--- src/rtl/dmem_arb_pkg.sv ---
`default_nettype none
// ============================================================================
// Module      : dmem_arb_pkg
// Description : Shared types and constants for the data-memory arbiter:
//               FSM state encoding, requester IDs and default bus widths.
//               The optional round-robin tie-break is enabled with the
//               DMEM_ARB_RR_EN macro; that macro is used in dmem_arb_pick
//               and dmem_arbiter.
// Revision    : 1.0 - initial release
// ============================================================================
package dmem_arb_pkg;

  localparam int ADDR_W_DEF = 32;
  localparam int DATA_W_DEF = 32;

  // Three-phase transaction sequencer: sample, strobe memory, collect data
  typedef enum logic [1:0] {
    ARB_IDLE   = 2'd0,
    ARB_ACCESS = 2'd1,
    ARB_RESP   = 2'd2
  } arb_state_t;

  typedef logic req_id_t;

  localparam req_id_t REQ_CORE = 1'b0;
  localparam req_id_t REQ_DBG  = 1'b1;

endpackage
`default_nettype wire

--- src/rtl/dmem_arb_if.sv ---
`default_nettype none
// ============================================================================
// Module      : dmem_arb_if
// Description : Bundle of the core port, debug/loader port and data-memory
//               port around the arbiter. The slave modport is the arbiter's
//               view; the master modport is the view of the requesters and
//               the memory.
// Revision    : 1.0 - initial release
// ============================================================================
interface dmem_arb_if
  import dmem_arb_pkg::*;
#(
  parameter int ADDR_W = ADDR_W_DEF,
  parameter int DATA_W = DATA_W_DEF
);

  // Core load/store port
  logic              c_req;
  logic              c_we;
  logic [ADDR_W-1:0] c_addr;
  logic [DATA_W-1:0] c_wdata;
  logic [2:0]        c_funct3;
  logic              c_gnt;
  logic              c_rvalid;
  logic [DATA_W-1:0] c_rdata;
  logic              c_stall;

  // Debug / loader port
  logic              d_req;
  logic              d_we;
  logic [ADDR_W-1:0] d_addr;
  logic [DATA_W-1:0] d_wdata;
  logic [2:0]        d_funct3;
  logic              d_gnt;
  logic              d_rvalid;
  logic [DATA_W-1:0] d_rdata;

  // Data-memory port
  logic              mem_en;
  logic              mem_we;
  logic [ADDR_W-1:0] mem_addr;
  logic [DATA_W-1:0] mem_wdata;
  logic [2:0]        mem_funct3;
  logic [DATA_W-1:0] mem_rdata;

  modport slave (
    input  c_req, c_we, c_addr, c_wdata, c_funct3,
    output c_gnt, c_rvalid, c_rdata, c_stall,
    input  d_req, d_we, d_addr, d_wdata, d_funct3,
    output d_gnt, d_rvalid, d_rdata,
    output mem_en, mem_we, mem_addr, mem_wdata, mem_funct3,
    input  mem_rdata
  );

  modport master (
    output c_req, c_we, c_addr, c_wdata, c_funct3,
    input  c_gnt, c_rvalid, c_rdata, c_stall,
    output d_req, d_we, d_addr, d_wdata, d_funct3,
    input  d_gnt, d_rvalid, d_rdata,
    input  mem_en, mem_we, mem_addr, mem_wdata, mem_funct3,
    output mem_rdata
  );

endinterface
`default_nettype wire

--- src/rtl/dmem_arb_pick.sv ---
`default_nettype none
// ============================================================================
// Module      : dmem_arb_pick
// Description : Combinational winner selection between the core and the
//               debug/loader requester. With DMEM_ARB_RR_EN defined a tie
//               goes to whichever side did not win last; otherwise the core
//               always wins a tie.
// Revision    : 1.0 - initial release
// ============================================================================
module dmem_arb_pick
  import dmem_arb_pkg::*;
(
  input  logic    c_req,
  input  logic    d_req,
`ifdef DMEM_ARB_RR_EN
  input  req_id_t last_winner,
`endif
  output logic    any_req,
  output req_id_t winner
);

  // Pick a winner; a lone requester always wins
  always_comb begin
    any_req = c_req | d_req;
    winner  = REQ_CORE;
    if (c_req && d_req) begin
`ifdef DMEM_ARB_RR_EN
      winner = (last_winner == REQ_CORE) ? REQ_DBG : REQ_CORE;
`else
      winner = REQ_CORE;
`endif
    end else if (d_req) begin
      winner = REQ_DBG;
    end
  end

endmodule
`default_nettype wire

--- src/rtl/dmem_arbiter.sv ---
`default_nettype none
// ============================================================================
// Module      : dmem_arbiter
// Description : Serialises core and debug/loader accesses onto the single
//               data-memory port, one transaction per three cycles. Latches
//               the winning request, strobes memory for one cycle, returns
//               read data with a one-cycle valid pulse and stalls the core
//               while its access is outstanding. Define DMEM_ARB_RR_EN for a
//               round-robin tie-break; without it the core wins every tie.
// Revision    : 1.0 - initial release
// ============================================================================
module dmem_arbiter
  import dmem_arb_pkg::*;
#(
  parameter int ADDR_W = ADDR_W_DEF,
  parameter int DATA_W = DATA_W_DEF
) (
  input  logic      clk,
  input  logic      reset,
  dmem_arb_if.slave bus
);

  arb_state_t        r_state;
  arb_state_t        w_state_nxt;
  logic              w_any_req;
  req_id_t           w_winner;
  logic              w_grant;
  logic              w_rd_done;
  logic              w_mem_en;
  logic              w_mem_we;

  req_id_t           r_win_id;
  logic              r_we;
  logic [ADDR_W-1:0] r_addr;
  logic [DATA_W-1:0] r_wdata;
  logic [2:0]        r_funct3;

  logic              r_c_gnt;
  logic              r_d_gnt;
  logic              r_c_rvalid;
  logic              r_d_rvalid;
  logic [DATA_W-1:0] r_c_rdata;
  logic [DATA_W-1:0] r_d_rdata;
  logic              r_core_rd_pend;

`ifdef DMEM_ARB_RR_EN
  req_id_t           r_last_winner;
`endif

  dmem_arb_pick u_pick (
    .c_req       (bus.c_req),
    .d_req       (bus.d_req),
`ifdef DMEM_ARB_RR_EN
    .last_winner (r_last_winner),
`endif
    .any_req     (w_any_req),
    .winner      (w_winner)
  );

  // Requests are only considered while the sequencer is idle
  assign w_grant   = (r_state == ARB_IDLE) & w_any_req;
  // A read finishes on the RESP->IDLE edge; writes never return data
  assign w_rd_done = (r_state == ARB_RESP) & ~r_we;

  // Next state and memory strobe decode
  always_comb begin
    w_state_nxt = r_state;
    w_mem_en    = 1'b0;
    w_mem_we    = 1'b0;
    unique case (r_state)
      ARB_IDLE: begin
        if (w_any_req) w_state_nxt = ARB_ACCESS;
      end
      ARB_ACCESS: begin
        w_mem_en    = 1'b1;
        w_mem_we    = r_we;
        w_state_nxt = ARB_RESP;
      end
      ARB_RESP: begin
        w_state_nxt = ARB_IDLE;
      end
      default: begin
        w_state_nxt = ARB_IDLE;
      end
    endcase
  end

  // Sequencer state register
  always_ff @(posedge clk or negedge reset) begin
    if (!reset) r_state <= ARB_IDLE;
    else        r_state <= w_state_nxt;
  end

  // Capture the winner's request fields at the grant edge only
  always_ff @(posedge clk or negedge reset) begin
    if (!reset) begin
      r_win_id <= REQ_CORE;
      r_we     <= 1'b0;
      r_addr   <= '0;
      r_wdata  <= '0;
      r_funct3 <= 3'd0;
    end else if (w_grant) begin
      r_win_id <= w_winner;
      if (w_winner == REQ_DBG) begin
        r_we     <= bus.d_we;
        r_addr   <= bus.d_addr;
        r_wdata  <= bus.d_wdata;
        r_funct3 <= bus.d_funct3;
      end else begin
        r_we     <= bus.c_we;
        r_addr   <= bus.c_addr;
        r_wdata  <= bus.c_wdata;
        r_funct3 <= bus.c_funct3;
      end
    end
  end

  // One-cycle grant pulses, coincident with the ACCESS cycle
  always_ff @(posedge clk or negedge reset) begin
    if (!reset) begin
      r_c_gnt <= 1'b0;
      r_d_gnt <= 1'b0;
    end else begin
      r_c_gnt <= w_grant & (w_winner == REQ_CORE);
      r_d_gnt <= w_grant & (w_winner == REQ_DBG);
    end
  end

  // Register read data into the winner's port and pulse its valid
  always_ff @(posedge clk or negedge reset) begin
    if (!reset) begin
      r_c_rvalid <= 1'b0;
      r_d_rvalid <= 1'b0;
      r_c_rdata  <= '0;
      r_d_rdata  <= '0;
    end else begin
      r_c_rvalid <= w_rd_done & (r_win_id == REQ_CORE);
      r_d_rvalid <= w_rd_done & (r_win_id == REQ_DBG);
      if (w_rd_done && (r_win_id == REQ_CORE)) r_c_rdata <= bus.mem_rdata;
      if (w_rd_done && (r_win_id == REQ_DBG))  r_d_rdata <= bus.mem_rdata;
    end
  end

  // Core read outstanding from its grant through its rvalid cycle
  always_ff @(posedge clk or negedge reset) begin
    if (!reset) begin
      r_core_rd_pend <= 1'b0;
    end else if (w_grant && (w_winner == REQ_CORE) && !bus.c_we) begin
      r_core_rd_pend <= 1'b1;
    end else if (r_c_rvalid) begin
      r_core_rd_pend <= 1'b0;
    end
  end

`ifdef DMEM_ARB_RR_EN
  // Remember who won the most recent grant for the tie-break
  always_ff @(posedge clk or negedge reset) begin
    if (!reset)       r_last_winner <= REQ_DBG;
    else if (w_grant) r_last_winner <= w_winner;
  end
`endif

  assign bus.c_gnt      = r_c_gnt;
  assign bus.d_gnt      = r_d_gnt;
  assign bus.c_rvalid   = r_c_rvalid;
  assign bus.d_rvalid   = r_d_rvalid;
  assign bus.c_rdata    = r_c_rdata;
  assign bus.d_rdata    = r_d_rdata;
  assign bus.c_stall    = (bus.c_req & ~r_c_gnt) | r_core_rd_pend;
  assign bus.mem_en     = w_mem_en;
  assign bus.mem_we     = w_mem_we;
  assign bus.mem_addr   = r_addr;
  assign bus.mem_wdata  = r_wdata;
  assign bus.mem_funct3 = r_funct3;

endmodule
`default_nettype wire

--- src/flat_wrapper.sv ---
// flat-port wrapper written by rule: the top's interface ports become plain ports
module dmem_arbiter_flat import dmem_arb_pkg::*;
#(
  parameter int ADDR_W = ADDR_W_DEF,
  parameter int DATA_W = DATA_W_DEF
)
  (clk, reset, bus_c_req, bus_c_we, bus_c_addr, bus_c_wdata, bus_c_funct3, bus_c_gnt, bus_c_rvalid, bus_c_rdata, bus_c_stall, bus_d_req, bus_d_we, bus_d_addr, bus_d_wdata, bus_d_funct3, bus_d_gnt, bus_d_rvalid, bus_d_rdata, bus_mem_en, bus_mem_we, bus_mem_addr, bus_mem_wdata, bus_mem_funct3, bus_mem_rdata);
  dmem_arb_if #(.ADDR_W(ADDR_W), .DATA_W(DATA_W)) bus_i ();
  input  logic clk;
  input  logic reset;
  input wire logic [$bits(bus_i.c_req)-1:0] bus_c_req;
  input wire logic [$bits(bus_i.c_we)-1:0] bus_c_we;
  input wire logic [$bits(bus_i.c_addr)-1:0] bus_c_addr;
  input wire logic [$bits(bus_i.c_wdata)-1:0] bus_c_wdata;
  input wire logic [$bits(bus_i.c_funct3)-1:0] bus_c_funct3;
  output wire logic [$bits(bus_i.c_gnt)-1:0] bus_c_gnt;
  output wire logic [$bits(bus_i.c_rvalid)-1:0] bus_c_rvalid;
  output wire logic [$bits(bus_i.c_rdata)-1:0] bus_c_rdata;
  output wire logic [$bits(bus_i.c_stall)-1:0] bus_c_stall;
  input wire logic [$bits(bus_i.d_req)-1:0] bus_d_req;
  input wire logic [$bits(bus_i.d_we)-1:0] bus_d_we;
  input wire logic [$bits(bus_i.d_addr)-1:0] bus_d_addr;
  input wire logic [$bits(bus_i.d_wdata)-1:0] bus_d_wdata;
  input wire logic [$bits(bus_i.d_funct3)-1:0] bus_d_funct3;
  output wire logic [$bits(bus_i.d_gnt)-1:0] bus_d_gnt;
  output wire logic [$bits(bus_i.d_rvalid)-1:0] bus_d_rvalid;
  output wire logic [$bits(bus_i.d_rdata)-1:0] bus_d_rdata;
  output wire logic [$bits(bus_i.mem_en)-1:0] bus_mem_en;
  output wire logic [$bits(bus_i.mem_we)-1:0] bus_mem_we;
  output wire logic [$bits(bus_i.mem_addr)-1:0] bus_mem_addr;
  output wire logic [$bits(bus_i.mem_wdata)-1:0] bus_mem_wdata;
  output wire logic [$bits(bus_i.mem_funct3)-1:0] bus_mem_funct3;
  input wire logic [$bits(bus_i.mem_rdata)-1:0] bus_mem_rdata;
  assign bus_i.c_req = bus_c_req;
  assign bus_i.c_we = bus_c_we;
  assign bus_i.c_addr = bus_c_addr;
  assign bus_i.c_wdata = bus_c_wdata;
  assign bus_i.c_funct3 = bus_c_funct3;
  assign bus_c_gnt = bus_i.c_gnt;
  assign bus_c_rvalid = bus_i.c_rvalid;
  assign bus_c_rdata = bus_i.c_rdata;
  assign bus_c_stall = bus_i.c_stall;
  assign bus_i.d_req = bus_d_req;
  assign bus_i.d_we = bus_d_we;
  assign bus_i.d_addr = bus_d_addr;
  assign bus_i.d_wdata = bus_d_wdata;
  assign bus_i.d_funct3 = bus_d_funct3;
  assign bus_d_gnt = bus_i.d_gnt;
  assign bus_d_rvalid = bus_i.d_rvalid;
  assign bus_d_rdata = bus_i.d_rdata;
  assign bus_mem_en = bus_i.mem_en;
  assign bus_mem_we = bus_i.mem_we;
  assign bus_mem_addr = bus_i.mem_addr;
  assign bus_mem_wdata = bus_i.mem_wdata;
  assign bus_mem_funct3 = bus_i.mem_funct3;
  assign bus_i.mem_rdata = bus_mem_rdata;
  dmem_arbiter #(.ADDR_W(ADDR_W), .DATA_W(DATA_W)) u_core (.clk(clk), .reset(reset), .bus(bus_i));
endmodule
--- config.mk ---
export PLATFORM = sky130hd
export DESIGN_NAME = dmem_arbiter_flat
export DESIGN_NICKNAME = d
export VERILOG_FILES = /design/src/rtl/dmem_arb_pkg.sv /design/src/rtl/dmem_arb_if.sv /design/src/rtl/dmem_arb_pick.sv /design/src/rtl/dmem_arbiter.sv /design/src/flat_wrapper.sv
export SDC_FILE = /design/constraint.sdc
export NUM_CORES = 1
export LEC_CHECK = 0
export CORE_MARGIN = 5
export CORE_UTILIZATION = 45
export CTS_BUF_LIST = sky130_fd_sc_hd__clkbuf_4 sky130_fd_sc_hd__clkbuf_8
export DETAILED_ROUTE_END_ITERATION = 10
export PLACE_DENSITY = 0.89
export SETUP_SLACK_MARGIN = 0.2
export SLEW_MARGIN = 0
export SYNTH_ARGS = -nofsm -noshare
export SYNTH_HDL_FRONTEND = slang
export SYNTH_HIERARCHICAL = 1
export SYNTH_SLANG_ARGS = --single-unit
export TNS_END_PERCENT = 20
--- constraint.sdc ---
create_clock -name clk -period 2.4 [get_ports clk]
set_clock_uncertainty 0.1 [all_clocks]
set_input_delay 0.48 -clock clk [delete_from_list [all_inputs] [get_ports clk]]
set_output_delay 0.48 -clock clk [all_outputs]
set_load 0.01 [all_outputs]
==> summary.md, run 1 <==
| Metric | Value |
|---|---|
| Number of global-route vias before repair | a little over 5000 |
| Register area share after synthesis | between 50% and 60% |
| First-pass GRT wire length | between 20000 and 30000 µm |
| Post-synth top area share | between 50 and 60% |
| Synth-to-layout area growth | 59.4% |
| First-pass DRT Iterations | 4 |
| Critical Path End Type | output pin |
| Crit Path Max Fanout | 5 |
| DR DRC count | 0 |
| Core area | approximately 0.013 mm² |
| Net Switching | about 0.0036 W |
| Clock tree buffer depth | 2 |
| Synthesis warning total | 6 |
| Port bufs | approximately 310 |
| Die span in y | roughly 130 µm |
| First DRT Iteration DRCs | roughly 160 |
| PD cells | 1190 mW/mm² |
| Worst-skew pair later-pin latency | 430 ps |
| Die outline width | 127 µm |
| Synth top area cells | dfrtp_1 57%, mux2_2 35%, mux2_4 2.2% |
| Comb pwr share | 48.0% |
| Internal power | approximately 0.0080 W |
| Total Neg Setup Slack | 0 ps |
| CP max stage cell | clkdlybuf4s50_1 |
| Clock transition at the registers of the reported paths | 80 ps |
| Critical Path AT | 1660 ps |
| Via-to-Cell Ratio | a little under 5 |
| Grt ovf | 0 |
| Worst slew margin | about two thirds |
| Critical Path RT | approximately 1800 ps |
| Top cell type by total area after synthesis | dfrtp_1 |
| Clock network fraction of total power | 16.0% |
| Root Buffer | clkbuf_8 |
| Share of cells above drive strength 1 | approximately 36% |
| Fmax | around 450 MHz |
| VDD IR-drop max | around 0.69 mV |
| Synthesized cell area | 0.00615 mm² |
| Startpoint Class | flip-flop |
| Avg Cell Area, Syn | roughly 16 µm² |
| Worst-margin pin slew | around 500 ps |
| Detailed-route via count | approximately 4400 |
| Gpl congestion | between 0.8 and 0.9 |
| Max Cap Viol | 0 |
| CTS Sinks | 140 |
| Status | finished, final reports clean |
| Syn Inst Count | approximately 380 |
| Met2 Use GR | a little over two fifths |
| Final wirelength | around 18000 µm |
| H-tree depth | 4 |
| Setup-failing EPs final | 0 |
| Total GRT Usage | 23.2% |
| Hold Path Class | reg -> reg |
| Hpwl dp | approximately 14000 µm |
| Distinct cells, synth | 20 |
| Final hold violation count | 0 |
| RSZ-0062 raised after global routing | true |
| GR Layer Usage met3 | roughly 10% |
| GR peak layer | met2 |
| Final ANT Viol Nets | 0 |
| Reg2reg setup slack | ~580 ps |
| Largest stage delay on the critical path | between 600 and 700 ps |
| Worst hold slack | approximately 380 ps |
| CTS tree | built |
| Inserted Clock Buffers | 17 |
| Final core occ | 73.7% |
| Worst slack, placed | -88.9 ps |
| Mapped Nets | between 500 and 600 |
| Area of the multi-input gates | between 0.002 and 0.0025 mm² |
| Wirelength per Cell | 20.5 µm |
| Final #Nets | between 800 and 900 |
| Net Sw Frac | 31.0% |
| #FFs+latches synth | between 100 and 150 |
| Antenna diodes | 0 |
| Critical path class | reg -> out |
| Register area | 0.00350 mm² |
| # IOs | 310 |
| Die ar. | ~0.016 mm² |
| Fillers | approximately 860 |
| Tmin final | about 2200 ps |
| Initial antenna violation count | 0 |
| Reg power frac | a little over a third |
| Post-layout worst setup margin | roughly 160 ps |
| Largest net degree at the start of global routing | 74 |
| Row count | 42 |
| Routing usage on met1 | roughly a quarter |
| Crit path cell chain | nor2b_1, clkdlybuf4s50_1 |
| Pleak | slightly above 4 nW |
| Pins Over Slew Limit | 0 |
| Final Cycle Share | between 90% and 100% |
| Post-CTS Setup Bufs | 0 |
| Starting density of the core | 46.2% |
[timing repair]
item	4_1_cts	5_1_grt
hold endpoints to repair	44	0
gates resized for setup	2	1
endpoints found under the setup margin	3	3
hold buffers	1	0
[final timing paths]
| kind | start | end | depth (start not counted) |
|---|---|---|---|
| max in group asynchronous | reset | u_core/r_state[0]$_DFFE_PN0P_ | 3 |
| hold / removal | u_core/bus.c_rvalid$_DFF_PN0_ | u_core/r_core_rd_pend$_DFFE_PN0P_ | 1 |
| hold reg to reg | u_core/bus.c_rvalid$_DFF_PN0_ | u_core/r_core_rd_pend$_DFFE_PN0P_ | 1 |
| setup reg to reg | u_core/r_we$_DFFE_PN0P_ | u_core/bus.d_rdata[10]$_DFFE_PN0P_ | 3 |
| min in group asynchronous | reset | u_core/bus.mem_addr[2]$_DFFE_PN0P_ | 2 |
| setup / recovery | u_core/r_state[0]$_DFFE_PN0P_ | bus_mem_en | 2 |
[logic make-up after synthesis]
family,after synthesis,share of synthesized area (%)
mux,201,37.4
simple gates,10,1.45
buf+inv,25,3.97
flops,140,57.0
compound gates,2,0.224
[cell usage after synthesis]
library cell / n
or2_1: 1
nor4b_4: 1
and2_1: 2
buf_6: 7
nor2b_1: 3
mux2_1: 1
and4bb_2: 1
clkbuf_1: 1
nor2_1: 1
mux2_4: 9
buf_8: 6
o32ai_1: 1
mux2_2: 191
buf_12: 1
dfrtp_1: 140
or3b_4: 1
inv_1: 2
buf_2: 7
clkinv_4: 1
o21ai_0: 1
[metal layers]
| layer | part of all wire [%] | vias to the layer above | routed length [µm] |
|---|---|---|---|
| met2 | 52 | 211 | 9550 |
| met5 | 0 | - | 0 |
| li1 | - | 1993 | - |
| met3 | 10 | 24 | 1900 |
| met1 | 36 | 2135 | 6480 |
| met4 | 1.6 | 0 | 284 |
[stage by stage]
step | instance area, µm² | power (W) | std cells
after global routing | 9800 | 0.0123 | 888
after global placement | 9400 | 0.00960 | 855
after CTS | 9800 | 0.0118 | 888
after floorplan | 6150 | 0.00663 | 378
final | 9800 | 0.0116 | 888
after detailed placement | 9400 | 0.00984 | 855
[flip-flops by register name, indices dropped and copies added (netlist names), 2 cells and up]
name,cells
u_core/bus.c_rdata,32
u_core/bus.d_rdata,32
u_core/bus.mem_addr,32
u_core/bus.mem_funct3,3
u_core/bus.mem_wdata,32
u_core/r_state,2
[area by class of cell]
cell class | instances | area share (%)
Clock buffer | 20 | 2.75
Inverter | 3 | 0.166
Multi-Input combinational cell | 213 | 24.6
Sequential cell | 140 | 35.8
Clock inverter | 12 | 1.24
Timing Repair Buffer | 324 | 33.3
Tap cell | 176 | 2.25
[critical path: cells and delay by family (launching register included)]
kind | cells | cell delay (ps)
flops | 1 | 420
buf+inv | 1 | 610
simple gates | 1 | 200
[layout by cell type (no fill, tap or decap)]
master | netlist | routed
nor2b_4 | 0 | 1
o21ai_0 | 1 | 1
mux2_2 | 191 | 191
clkbuf_8 | 0 | 19
buf_6 | 7 | 1
dlymetal6s2s_1 | 0 | 1
nor2b_1 | 3 | 2
mux2_1 | 1 | 1
o32ai_1 | 1 | 1
bufinv_16 | 0 | 2
buf_4 | 0 | 10
nor4b_4 | 1 | 1
clkdlybuf4s50_1 | 0 | 306
mux2_4 | 9 | 9
clkinv_4 | 1 | 2
clkbuf_4 | 0 | 1
clkinv_2 | 0 | 6
dlygate4sd2_1 | 0 | 1
buf_12 | 1 | 4
inv_1 | 2 | 2
clkinvlp_4 | 0 | 3
and4bb_2 | 1 | 1
or3b_4 | 1 | 1
dlygate4sd3_1 | 0 | 1
dfrtp_1 | 140 | 139
and2_1 | 2 | 2
or2_1 | 1 | 1
nor2_1 | 1 | 1
dfrtp_2 | 0 | 1
[power by group through the flow]
stage / clock network [W] / logic [W] / registers [W]
2_1_floorplan: 0 / 0.00198 / 0.00466
3_3_place_gp: 0 / 0.00546 / 0.00414
3_5_place_dp: 0 / 0.00562 / 0.00422
4_1_cts: 0.00191 / 0.00566 / 0.00421
5_1_grt: 0.00204 / 0.00589 / 0.00435
6_report: 0.00186 / 0.00557 / 0.00419
Note: power is estimated with default switching activity, not from simulation.
==> run 2: changes to the inputs <==
ABC_AREA = 1   (was not set)
SYNTH_HIERARCHICAL = not set   (was 1)
==> run 2 against run 1 <==
Net effect:
- critical endpoint is now bus_c_stall
- global-route usage rose by 3.5 points
- clock power grew 21%
- first-iteration DRC count rose to 3.0 times the previous value
- area after synthesis fell by 0.41%
- utilization up 0.19 points
- register-to-register slack gained 70 ps
- non-clock buffer count is 6 higher
==> summary.md, run 2 <==
| Metric | Value |
|---|---|
| Die span in y | 127 µm (-0.19%) |
| Worst-margin pin slew | 751 ps (+255 ps) |
| Die ar. | 0.0160 mm² (-0.37%) |
| Core area | 0.0133 mm² (unchanged) |
| Startpoint Class | flip-flop |
| #FFs+latches synth | 140 (unchanged) |
| Final Cycle Share | 89.4% (-4.0 points) |
| Largest net degree at the start of global routing | 79 (+6.8%) |
| Count leader, synth | nand3_1 |
| Synth-to-layout area growth | 60.5% |
| Most frequent cells in the layout | 305 x clkdlybuf4s50_1, 205 x nand3_1, 199 x nand2_1, 139 x dfrtp_1, 64 x nand4_1 |
| Worst slew margin | 50.0% (-17 points) |
| EDFF count, synth | 0 (unchanged) |
| Worst slack, placed | 397 ps (+485 ps) |
| Final ANT Viol Nets | 0 (unchanged) |
| Number of global-route vias before repair | 6280 (+22%) |
| Critical Path RT | 1820 ps (about the same) |
| Critical Path AT | 1560 ps (-100 ps) |
| Gpl congestion | 0.880 (+3.6%) |
| Pins Over Slew Limit | 0 (unchanged) |
| Power, Total | 0.0127 W (+9.4%) |
| First DRT Iteration DRCs | 485 (+200%) |
| Top cell type by total area after synthesis | dfrtp_1 |
| PD cells | 1290 mW/mm² (+9.1%) |
| Avg Cell Area, Syn | 8.81 µm² (-46%) |
| Pleak | 4.49 nW (+11%) |
| Initial antenna violation count | 0 (unchanged) |
| Port bufs | 309 (unchanged) |
| Tmin final | 2140 ps (-95.5 ps) |
| Detailed-route via count | 6425 (+47%) |
| DR DRC count | 0 (unchanged) |
| Wirelength per Cell | 18.6 µm (-9.5%) |
| Dpl cells | 1136 (+33%) |
| Row count | 42 (unchanged) |
| Synth top area cells | dfrtp_1 57%, nand3_1 17%, nand2_1 12% |
| Register area share after synthesis | 57.2% (+0.23 points) |
| Most used DFF post-synth | dfrtp_1 |
| Critical path class | reg -> out |
| Antenna diodes | 0 (unchanged) |
| Total Neg Setup Slack | 0 ps (unchanged) |
| Die outline width | 127 µm (-0.19%) |
| Clock tree buffer depth | 2 (unchanged) |
| Fmax | 466 MHz (+4.5%) |
| Final hold violation count | 0 (unchanged) |
| Commonest cells in the netlist | 205 x nand3_1, 199 x nand2_1, 140 x dfrtp_1 |
| CTS Sinks | 140 (unchanged) |
| Hpwl dp | 15700 µm (+12%) |
| Async SR Flop Fraction | 100% (unchanged) |
| Post-layout worst setup margin | 255 ps (+95.5 ps) |
| Fillers | 959 (+11%) |
| First-pass DRT Iterations | 5 (+1) |
| Final std cells w/o fill | 1169 (+32%) |
| Mapped Nets | 867 (+58%) |
| First-pass GRT wire length | 33800 µm (+17%) |
| H-tree depth | 4 (unchanged) |
| Total GRT Usage | 26.7% (+3.5 points) |
| Final #Nets | 1152 (+32%) |
| Post-synth top area share | 57.2% (+0.23 points) |
| Inserted Clock Buffers | 17 (unchanged) |
| Most common cell after layout, fill and taps aside | clkdlybuf4s50_1 |
| Clock transition at the registers of the reported paths | 80 ps (about the same) |
| Critical Path End Type | output pin |
| Grt ovf | 0 (unchanged) |
| Post-CTS Setup Bufs | 0 (unchanged) |
| Worst-skew pair later-pin latency | 430 ps (about the same) |
| Crit Path Max Fanout | 2 (-3) |
| Syn Inst Count | 695 (+84%) |
| Max Cap Viol | 0 (unchanged) |
| Distinct cells, synth | 19 (-5.0%) |
| CTS tree | built |
| Synthesis warning total | 0 (-6) |
| Synthesized cell area | 0.00612 mm² (-0.41%) |
| Root Buffer | clkbuf_8 |
| Final core occ | 73.9% (+0.19 points) |
| VDD IR-drop max | 0.682 mV (-1.0%) |
| Status | finished, final reports clean |
| Starting density of the core | 46.0% (-0.19 points) |
| # IOs | 310 (unchanged) |
| RSZ-0062 raised after global routing | true |
| Via-to-Cell Ratio | 5.50 (+12%) |
| Final wirelength | 21700 µm (+19%) |
| Hold Path Class | reg -> reg |
| Setup-failing EPs final | 0 (unchanged) |
| Share of cells above drive strength 1 | 6.34% (-29 points) |
[run 2: changes by cell type after synthesis, sizes merged, moves of 20 or more]
cell	change
nand3	+206
nand2	+200
clkbuf	+20
buf	+22
nand4	+64
mux2	-201
[run 2: worst paths after layout]
kind,slack (ps),depth (start not counted),from,endpoint
worst max-delay path,260,2,u_core.bus.c_gnt$_DFF_PN0_,bus_c_stall
worst min-delay path,370,2,u_core.bus.d_rdata[10]$_DFFE_PN0P_,u_core.bus.d_rdata[10]$_DFFE_PN0P_
worst max register to register,650,6,u_core.r_we$_DFFE_PN0N_,u_core.bus.c_rdata[18]$_DFFE_PN0P_
worst min register to register,370,2,u_core.bus.d_rdata[10]$_DFFE_PN0P_,u_core.bus.d_rdata[10]$_DFFE_PN0P_
max in group asynchronous,1150,3,reset,u_core.bus.d_rdata[18]$_DFFE_PN0P_
min in group asynchronous,460,2,reset,u_core.bus.d_rdata[5]$_DFFE_PN0P_
[run 2: power breakdown]
| group | internal, W | total (W) | switching (W) | leakage, nW |
|---|---|---|---|---|
| clock network | 0.00134 | 0.00225 | 0.000904 | 0.234 |
| logic | 0.00300 | 0.00630 | 0.00330 | 2.53 |
| registers | 0.00351 | 0.00417 | 0.000656 | 1.72 |
[run 2: worst max-delay path, cell delays in order, from the launching register on]
cell and delay [ps]:
dfrtp_1 400, o21ai_0 170, clkdlybuf4s50_1 560
[run 2: area by class of cell]
cell class | instances | area (µm²) | area share [%]
Timing Repair Buffer | 330 | 3330 | 33.9
Clock inverter | 11 | 188 | 1.91
Multi-Input combinational cell | 479 | 2250 | 22.9
Clock buffer | 21 | 289 | 2.94
Inverter | 12 | 45.0 | 0.458
Sequential cell | 140 | 3500 | 35.7
Tap cell | 176 | 220 | 2.24
[run 2: metal layers]
metal	share of wire [%]	track usage [%]
met5	0	0
met4	4.9	14.1
met3	10	8.70
met2	50	44.1
met1	35	30.9
[run 2: kinds of logic (layout without fill, tap and decap cells)]
| logic type | Yosys count | count (layout) | share of synthesized area [%] |
|---|---|---|---|
| AOI/OAI and AO/OA | 3 | 3 | 0.266 |
| buffers and inverters | 76 | 374 | 6.07 |
| DFF | 140 | 140 | 57.2 |
| and+or+nand+nor | 476 | 476 | 36.4 |
[run 2: what timing repair did]
| item | 4_1_cts | 5_1_grt |
|---|---|---|
| pin swaps | 0 | 0 |
| endpoints found under the setup margin | 2 | 2 |
| gates resized for setup | 2 | 1 |
| hold buffers | 1 | 0 |
| endpoints found under the hold margin | 49 | 0 |
[run 2: through the flow]
step | instance area [µm²] | hold slack (ps)
after global routing | 9820 | 388
after CTS | 9820 | 375
after global placement | 9340 | 353
final | 9820 | 373
after floorplan | 6120 | 84.4
after detailed placement | 9340 | 357
